[config.mk]
export PLATFORM = sky130hd
export DESIGN_NAME = tbird_lights_decoder
export DESIGN_NICKNAME = d
export VERILOG_FILES = /design/src/rtl/tbird_lights_decoder.sv
export SDC_FILE = /design/constraint.sdc
export NUM_CORES = 1
export LEC_CHECK = 0
export ABC_AREA = 1
export CAP_MARGIN = 20
export CORE_ASPECT_RATIO = 2
export CORE_MARGIN = 2
export CORE_UTILIZATION = 55
export CTS_BUF_LIST = sky130_fd_sc_hd__clkbuf_2
export CTS_CLUSTER_DIAMETER = 30
export DETAILED_ROUTE_END_ITERATION = 8
export PLACE_DENSITY = 0.84
export SYNTH_ARGS = -nofsm -noshare
export SYNTH_HDL_FRONTEND = slang
export SYNTH_SLANG_ARGS = --single-unit
[constraint.sdc]
create_clock -name clk -period 2.57 [get_ports clk]
set_input_delay 0.514 -clock clk [delete_from_list [all_inputs] [get_ports clk]]
set_output_delay 0.514 -clock clk [all_outputs]
set_load 0.05 [all_outputs]
[src/rtl/tbird_lights_decoder.sv]
// tbird_lights_decoder: receive-side checker for the taillight lamp buses.
// It tracks left/right sweeps and hazard frames, counts completions and flags protocol errors.
module tbird_lights_decoder #(
    parameter int CNT_W    = 8,
    parameter int HOLD_MAX = 0
) (
    input  logic             clk,
    input  logic             rst_b,
    input  logic             sample_en,
    input  logic [2:0]       l_lights,
    input  logic [2:0]       r_lights,
    input  logic             clr_cnt,
    output logic             left_done,
    output logic             right_done,
    output logic             haz_done,
    output logic             seq_abort,
    output logic             err,
    output logic [1:0]       err_code,
    output logic             busy,
    output logic [CNT_W-1:0] left_cnt,
    output logic [CNT_W-1:0] right_cnt,
    output logic [CNT_W-1:0] haz_cnt
);

    localparam int HW = $clog2(HOLD_MAX + 2);

    typedef enum logic [3:0] {
        S_OFF, S_L1, S_L2, S_L3, S_R1, S_R2, S_R3, S_BOTH, S_RESYNC
    } state_t;

    state_t        state;
    state_t        pat;
    logic          legal;
    logic          repeat_hit;
    logic          hold_ok;
    logic          abort;
    logic          l_fin;
    logic          r_fin;
    logic          h_fin;
    logic [HW-1:0] hold_cnt;

    // Map the sampled lamp pair onto the state it would represent; S_RESYNC marks an illegal pattern.
    always_comb begin
        case ({l_lights, r_lights})
            6'o00:   pat = S_OFF;
            6'o10:   pat = S_L1;
            6'o30:   pat = S_L2;
            6'o70:   pat = S_L3;
            6'o01:   pat = S_R1;
            6'o03:   pat = S_R2;
            6'o07:   pat = S_R3;
            6'o77:   pat = S_BOTH;
            default: pat = S_RESYNC;
        endcase
    end

    // Allowed moves out of each state to a different (legal) pattern.
    always_comb begin
        case (state)
            S_OFF:   legal = pat inside {S_OFF, S_L1, S_R1, S_BOTH};
            S_L1:    legal = pat inside {S_L2, S_BOTH};
            S_L2:    legal = pat inside {S_L3, S_BOTH};
            S_L3:    legal = pat == S_OFF;
            S_R1:    legal = pat inside {S_R2, S_BOTH};
            S_R2:    legal = pat inside {S_R3, S_BOTH};
            S_R3:    legal = pat == S_OFF;
            S_BOTH:  legal = pat == S_OFF;
            default: legal = 1'b0;
        endcase
    end

    assign repeat_hit = (pat == state) && (state != S_OFF);
    assign hold_ok    = int'(hold_cnt) + 1 <= HOLD_MAX;
    assign abort      = (pat == S_BOTH) && (state inside {S_L1, S_L2, S_R1, S_R2});
    assign l_fin      = sample_en && (state == S_L3) && (pat == S_OFF);
    assign r_fin      = sample_en && (state == S_R3) && (pat == S_OFF);
    assign h_fin      = sample_en && (state == S_BOTH) && (pat == S_OFF);
    assign busy       = state != S_OFF;

    // Sequence tracking, error detection and registered pulses.
    always_ff @(posedge clk or negedge rst_b) begin
        if (!rst_b) begin
            state      <= S_OFF;
            hold_cnt   <= '0;
            left_done  <= 1'b0;
            right_done <= 1'b0;
            haz_done   <= 1'b0;
            seq_abort  <= 1'b0;
            err        <= 1'b0;
            err_code   <= 2'b00;
        end else begin
            left_done  <= 1'b0;
            right_done <= 1'b0;
            haz_done   <= 1'b0;
            seq_abort  <= 1'b0;
            err        <= 1'b0;
            if (sample_en) begin
                if (state == S_RESYNC) begin
                    if (pat == S_OFF) state <= S_OFF;
                end else if (pat == S_RESYNC) begin
                    err      <= 1'b1;
                    err_code <= 2'b01;
                    state    <= S_RESYNC;
                    hold_cnt <= '0;
                end else if (repeat_hit) begin
                    if (hold_ok) begin
                        hold_cnt <= hold_cnt + 1'b1;
                    end else begin
                        err      <= 1'b1;
                        err_code <= 2'b11;
                        state    <= S_RESYNC;
                        hold_cnt <= '0;
                    end
                end else if (legal) begin
                    state      <= pat;
                    hold_cnt   <= '0;
                    left_done  <= l_fin;
                    right_done <= r_fin;
                    haz_done   <= h_fin;
                    seq_abort  <= abort;
                end else begin
                    err      <= 1'b1;
                    err_code <= 2'b10;
                    state    <= S_RESYNC;
                    hold_cnt <= '0;
                end
            end
        end
    end

    // Saturating completion counters; a clear beats a coincident increment.
    always_ff @(posedge clk or negedge rst_b) begin
        if (!rst_b) begin
            left_cnt  <= '0;
            right_cnt <= '0;
            haz_cnt   <= '0;
        end else if (clr_cnt) begin
            left_cnt  <= '0;
            right_cnt <= '0;
            haz_cnt   <= '0;
        end else begin
            if (l_fin && left_cnt != '1) left_cnt <= left_cnt + CNT_W'(1);
            if (r_fin && right_cnt != '1) right_cnt <= right_cnt + CNT_W'(1);
            if (h_fin && haz_cnt != '1) haz_cnt <= haz_cnt + CNT_W'(1);
        end
    end

endmodule

; Yosys cells after proc, flatten, opt, wreduce, memory -nomap -nowiden
; Cells that the tools add are included.
[word_totals]
register_bits = 36
output_inout_bits = 32
wordCells = 124
input_bits = 10
[classes]
eq_ne = 31
bitwise_logic = 1
magnitude_cmp = 1
reduce_logical = 28
mux = 47
n_addsub = 5
[op_table]
columns = cell, count
row1 = 8-bit 2-to-1 mux, 6
row2 = "4-bit by 3-bit == test with 1-bit output, second input constant", 8
row3 = 4-bit case mux with 8 select lines, 1
row4 = 1-bit 2-to-1 mux, 29
row5 = "8-bit by 1-bit adder with 8-bit output, second input constant", 3
row6 = 4-bit 2-to-1 mux, 6
row7 = "8-bit inequality test, second input constant", 3
row8 = "4-bit by 2-bit == test with 1-bit output, second input constant", 4
row9 = 2-bit nonzero test, 7
row10 = "6-bit == test, second input constant", 2
row11 = 4-bit nonzero test, 3
row12 = 1-bit logical AND, 11
row13 = "4-bit by 1-bit == test with 1-bit output, second input constant", 2
row14 = "4-bit == test, second input constant", 2
row15 = 4-bit logical NOT, 2
row16 = 2-bit 2-to-1 mux, 4
row17 = "6-bit by 1-bit == test with 1-bit output, second input constant", 1
row18 = "6-bit by 2-bit == test with 1-bit output, second input constant", 1
row19 = "6-bit by 3-bit == test with 1-bit output, second input constant", 1
row20 = "6-bit by 4-bit == test with 1-bit output, second input constant", 1
row21 = "6-bit by 5-bit == test with 1-bit output, second input constant", 1
row22 = 6-bit logical NOT, 1
row23 = 1-bit case mux with 6 select lines, 1
row24 = 4-bit == test, 1
row25 = 12 further kinds, 12

; Logic depth before layout (Yosys ltp)
[logic_depth]
ltp_word = 10
mapped_depth = 13
depth_no_buf = 13

; Worst setup path after synthesis
; OpenSTA, ideal clock, no wires.
[synth_timing]
path_type = reg2reg
start = register left_cnt[0]
end = register left_cnt[3]
path_buffers = 0
required_time_ns = 2.419
slack_ns = 0.728
t_arrival_ns = 1.692
path_stages_with_launch = 9
setup_time_ns = 0.151
period_less_slack_ns = 1.842
cell_sequence = dfrtp_1 > ha_1 > inv_1 > nor2_1 > nand3_1 > nand2_4 > nor2_4 > o21ai_0 > a21oi_1
[synth_between]
elab_chain_len = 3
word_cells_on_any_way = 6
cone_classes = 1 x add/sub / 1 x eq/ne / 2 x mux / 2 x reduce/logical
[synth_lines]
columns = element, line
row1 = from (decl), 20  ; output logic [CNT_W-1:0] left_cnt,
row2 = from (signal assigned), 142  ; if (l_fin && left_cnt != '1) left_cnt <= left_cnt + CNT_W'(1);
row3 = 8-bit by 1-bit adder with 8-bit output or 8-bit inequality test (tied branches), 142
row4 = 8-bit 2-to-1 mux or 1-bit logical AND (tied branches), 142
row5 = 8-bit 2-to-1 mux or 2-bit nonzero test (tied branches), -
; Several ways; a longest one is shown, not always the timed one. The select of a mux whose other input is x is not followed.
; A chain may end at the register's enable or synchronous reset.

; Final worst setup path
[layout_timing]
start = register state[1]
end = output busy
[layout_between]
elab_chain_len = 1
[layout_lines]
columns = element, line
row1 = from (decl), 31  ; state_t state;
row2 = from (signal assigned), 115  ; state <= pat;
row3 = 4-bit nonzero test, 78  ; assign busy = state != S_OFF;
row4 = to (decl), 19  ; output logic busy,
; Every way passes these cells.

==> results.cfg <==
[placed_design]
port_buffers = 41
hpwl_mm = 3.90
placed_area_sq_mm = 0.00260
gp_congestion = 0.929
dp_slack_ns = 0.0907

[worst_setup_path]
r2r_cells = 8
path_delay_family = buffers and inverters
crit_required_ns = 2.06
r2r_start = state[2]
worst-path-buf-inv = 3
worstPathMaxFanout = 7
worstPathCellList = nor2_1 > inv_1 > nor2_1 > inv_1 > dlygate4sd2_1
slowest_delay_ns = 0.52
crit_path_top_delay_cell = dfrtp_1
timing.rr.end = haz_cnt[6]
cp-end-kind = primary output
start_kind = register
crit_arrival_ns = 1.86
critPathKind = reg2out
reg2reg_slack_ns = 0.78

[clocking]
cts_buffers = 5
cts-root-buf = clkbuf_2
clk_latency_ns = 0.40
cts_max_level = 2
clk_pin_slew_ns = 0.19
postCtsHoldBufs = 0
clock-sinks = 35
post-cts-setup-buffers = 0
cts_tree = built
cts_buffer_depth = 2

[timing]
fin_skew_ns = 0.0195
fmaxAchievable_mhz = 421
worst_pin_slew_ns = 0.503
hold_viol_final = 0
min_period_over_period = 0.923
slew_headroom = 0.664
grt_setup_unrepaired = no
tns_ns = 0
slew_viol_final = 0
timing.hold.ws_ns = 0.489
final.min_clock_period_ns = 2.37
fin_ws_ns = 0.197
setup_viol = 0

[power_and_ir_drop]
pwr-share-seq = 0.490
vdd_drop_max_v = 0.000404
p_int_uw = 767
sw_frac_of_total = 0.390
p_per_area_mw_per_mm2 = 477
p_comb_frac = 0.314
power.clock.fraction = 0.196
power.leakage_uw = 0.00123
power_switching_uw = 490

[global_routing]
first_global_vias = 1983
grt_max_degree = 36
antenna_found_initial = 0
grt_usage = 0.259
grt_pass1_wl_mm = 8.22
overflow = 0

[die]
start_util = 0.579
dieWidth_microns = 47.8
die_y_microns = 91.6
ios = 42
core_sq_mm = 0.00365
die_area_sq_mm = 0.00438
fp-row-count = 31

[logic_synthesis]
syn_inst = 284
yosysTopAreaCellShare = 0.415
syn_nets = 297
synth.distinct_cells = 31
synth_area_leaders = dfrtp_1 (41%), nand2_1 (12%), inv_1 (7.5%)
ys_seq_area_frac = 0.415
synth_seq_cells = 35
syn_area_sq_mm = 0.00211
yosys_warnings = 0
synth.avg_cell_area_sq_um = 7.43
synth_area_leader_cell = dfrtp_1

[hold_path]
hold_path.class = in2async

[finish]
fin_area_sq_mm = 0.00263
antenna-diode-count = 0
drive_above_1_share = 0.0721
synthToLayoutAreaGrowth_pct = 24.8
fin_nets = 346

[run_status]
outcome = completed

[detailed_routing]
vias_per_cell = 5.35
remaining_drc_errors = 0
drt_first_pass_iters = 4
initialDrtViolationCount = 65
drtAntennaViolNets = 0
routed_wl_mm = 4.96
routedWlPerCell_microns = 13.0
route.vias.total = 2043

[job]
maxCapViolCount = 0
[cell families (layout without fill, tap and decap cells)]
logic type,count (synthesis),in the layout,share of synthesized area
AOI/OAI and AO/OA,32,32,0.0854
xor gates and xnor gates,4,4,0.0166
adders and majority gates,3,3,0.0178
buffers and inverters,46,95,0.0818
DFF,35,35,0.415
and+or+nand+nor,164,164,0.384
[registers in the layout, indices dropped and copies added (netlist names)]
name,cells
left_done,1
state,4
right_cnt,8
haz_done,1
err,1
right_done,1
seq_abort,1
left_cnt,8
haz_cnt,8
err_code,2
[per-stage QoR]
step / cells / utilization / total power (uW)
2_1_floorplan: 284 / - / 876
3_3_place_gp: 375 / 0.713 / 1030
3_5_place_dp: 375 / 0.713 / 1030
4_1_cts: 382 / 0.722 / 1260
5_1_grt: 382 / 0.722 / 1320
6_report: 382 / 0.722 / 1260
[worst reg2reg max path: stages, from the launching register on]
cell and delay, ns:
dfrtp_1 0.46, inv_2 0.08, nor2_4 0.14, nand3_1 0.10, nor2_1 0.19, nand3_2 0.18, nor2_1 0.31, nand3_1 0.13
a21oi_1 0.15
[layer usage]
metal  track usage  up-vias  share of wire
li1              -     1032              -
met1         0.267      929           0.36
met2         0.442       67           0.57
met3        0.0433       15          0.034
met4         0.160        0          0.036
met5             0        -              0
[power groups by stage]
stage / registers [uW] / logic (uW) / clock network (uW)
after floorplan: 712 / 163 / 0
after global placement: 625 / 401 / 0
after detailed placement: 626 / 401 / 0
after CTS: 616 / 397 / 250
after global routing: 619 / 430 / 272
final: 616 / 395 / 246
[placed cells by master, fill, tap and decap left out, types with 3 or more instances in the layout]
cell type,instances
a21oi_1,8
buf_4,4
clkbuf_2,5
clkdlybuf4s50_1,40
dfrtp_1,35
ha_1,3
inv_1,42
nand2_1,68
nand3_1,31
nand4_1,9
nor2_1,30
nor3_1,12
o21ai_0,16
o31ai_1,3
xor2_1,3
[repair_timing]
action                     CTS  global route
setup endpoints to repair    1             0
resized for setup            1             0
hold endpoints to repair     0             0
[worst max-delay path by stage]
stage | from | to | slack [ns] | cells past startpoint
after global routing | state[1] | busy | 0.07 | 5
final | state[1] | busy | 0.20 | 5
after detailed placement | l_lights[0] | haz_cnt[6] | 0.09 | 7
after global placement | l_lights[0] | left_cnt[7] | 0.14 | 10
after CTS | state[1] | busy | 0.20 | 5
after floorplan | left_cnt[0] | left_cnt[3] | 0.73 | 8
[synth_stat cells]
master     n
a21oi_1    8
xor2_1     3
nand2_1   68
buf_1      1
inv_2      1
nand3_4    1
nor2_8     1
nor3_4     1
nand4_1    9
nor2_4     2
nor3b_4    1
o22ai_1    1
nor3_1    12
nand2_4    2
xnor2_1    1
a211oi_1   1
nor2_1    30
inv_1     42
o41ai_1    1
nor3_2     2
o21ai_0   16
ha_1       3
nand3_2    2
a221oi_1   1
clkbuf_1   2
a31oi_1    1
dfrtp_1   35
nor4_1     1
nor2_2     1
nand3_1   31
o31ai_1    3
[cell type report]
type | count | area, sq um
clock buffers | 5 | 25.0
clock inverters | 2 | 8.76
fillers | 325 | 1010
inverters | 43 | 161
multi-input cells | 203 | 1060
flip-flops and latches | 35 | 876
well taps | 49 | 61.3
repair buffers | 45 | 439
No activity file was read; power rests on OpenSTA's default activity.
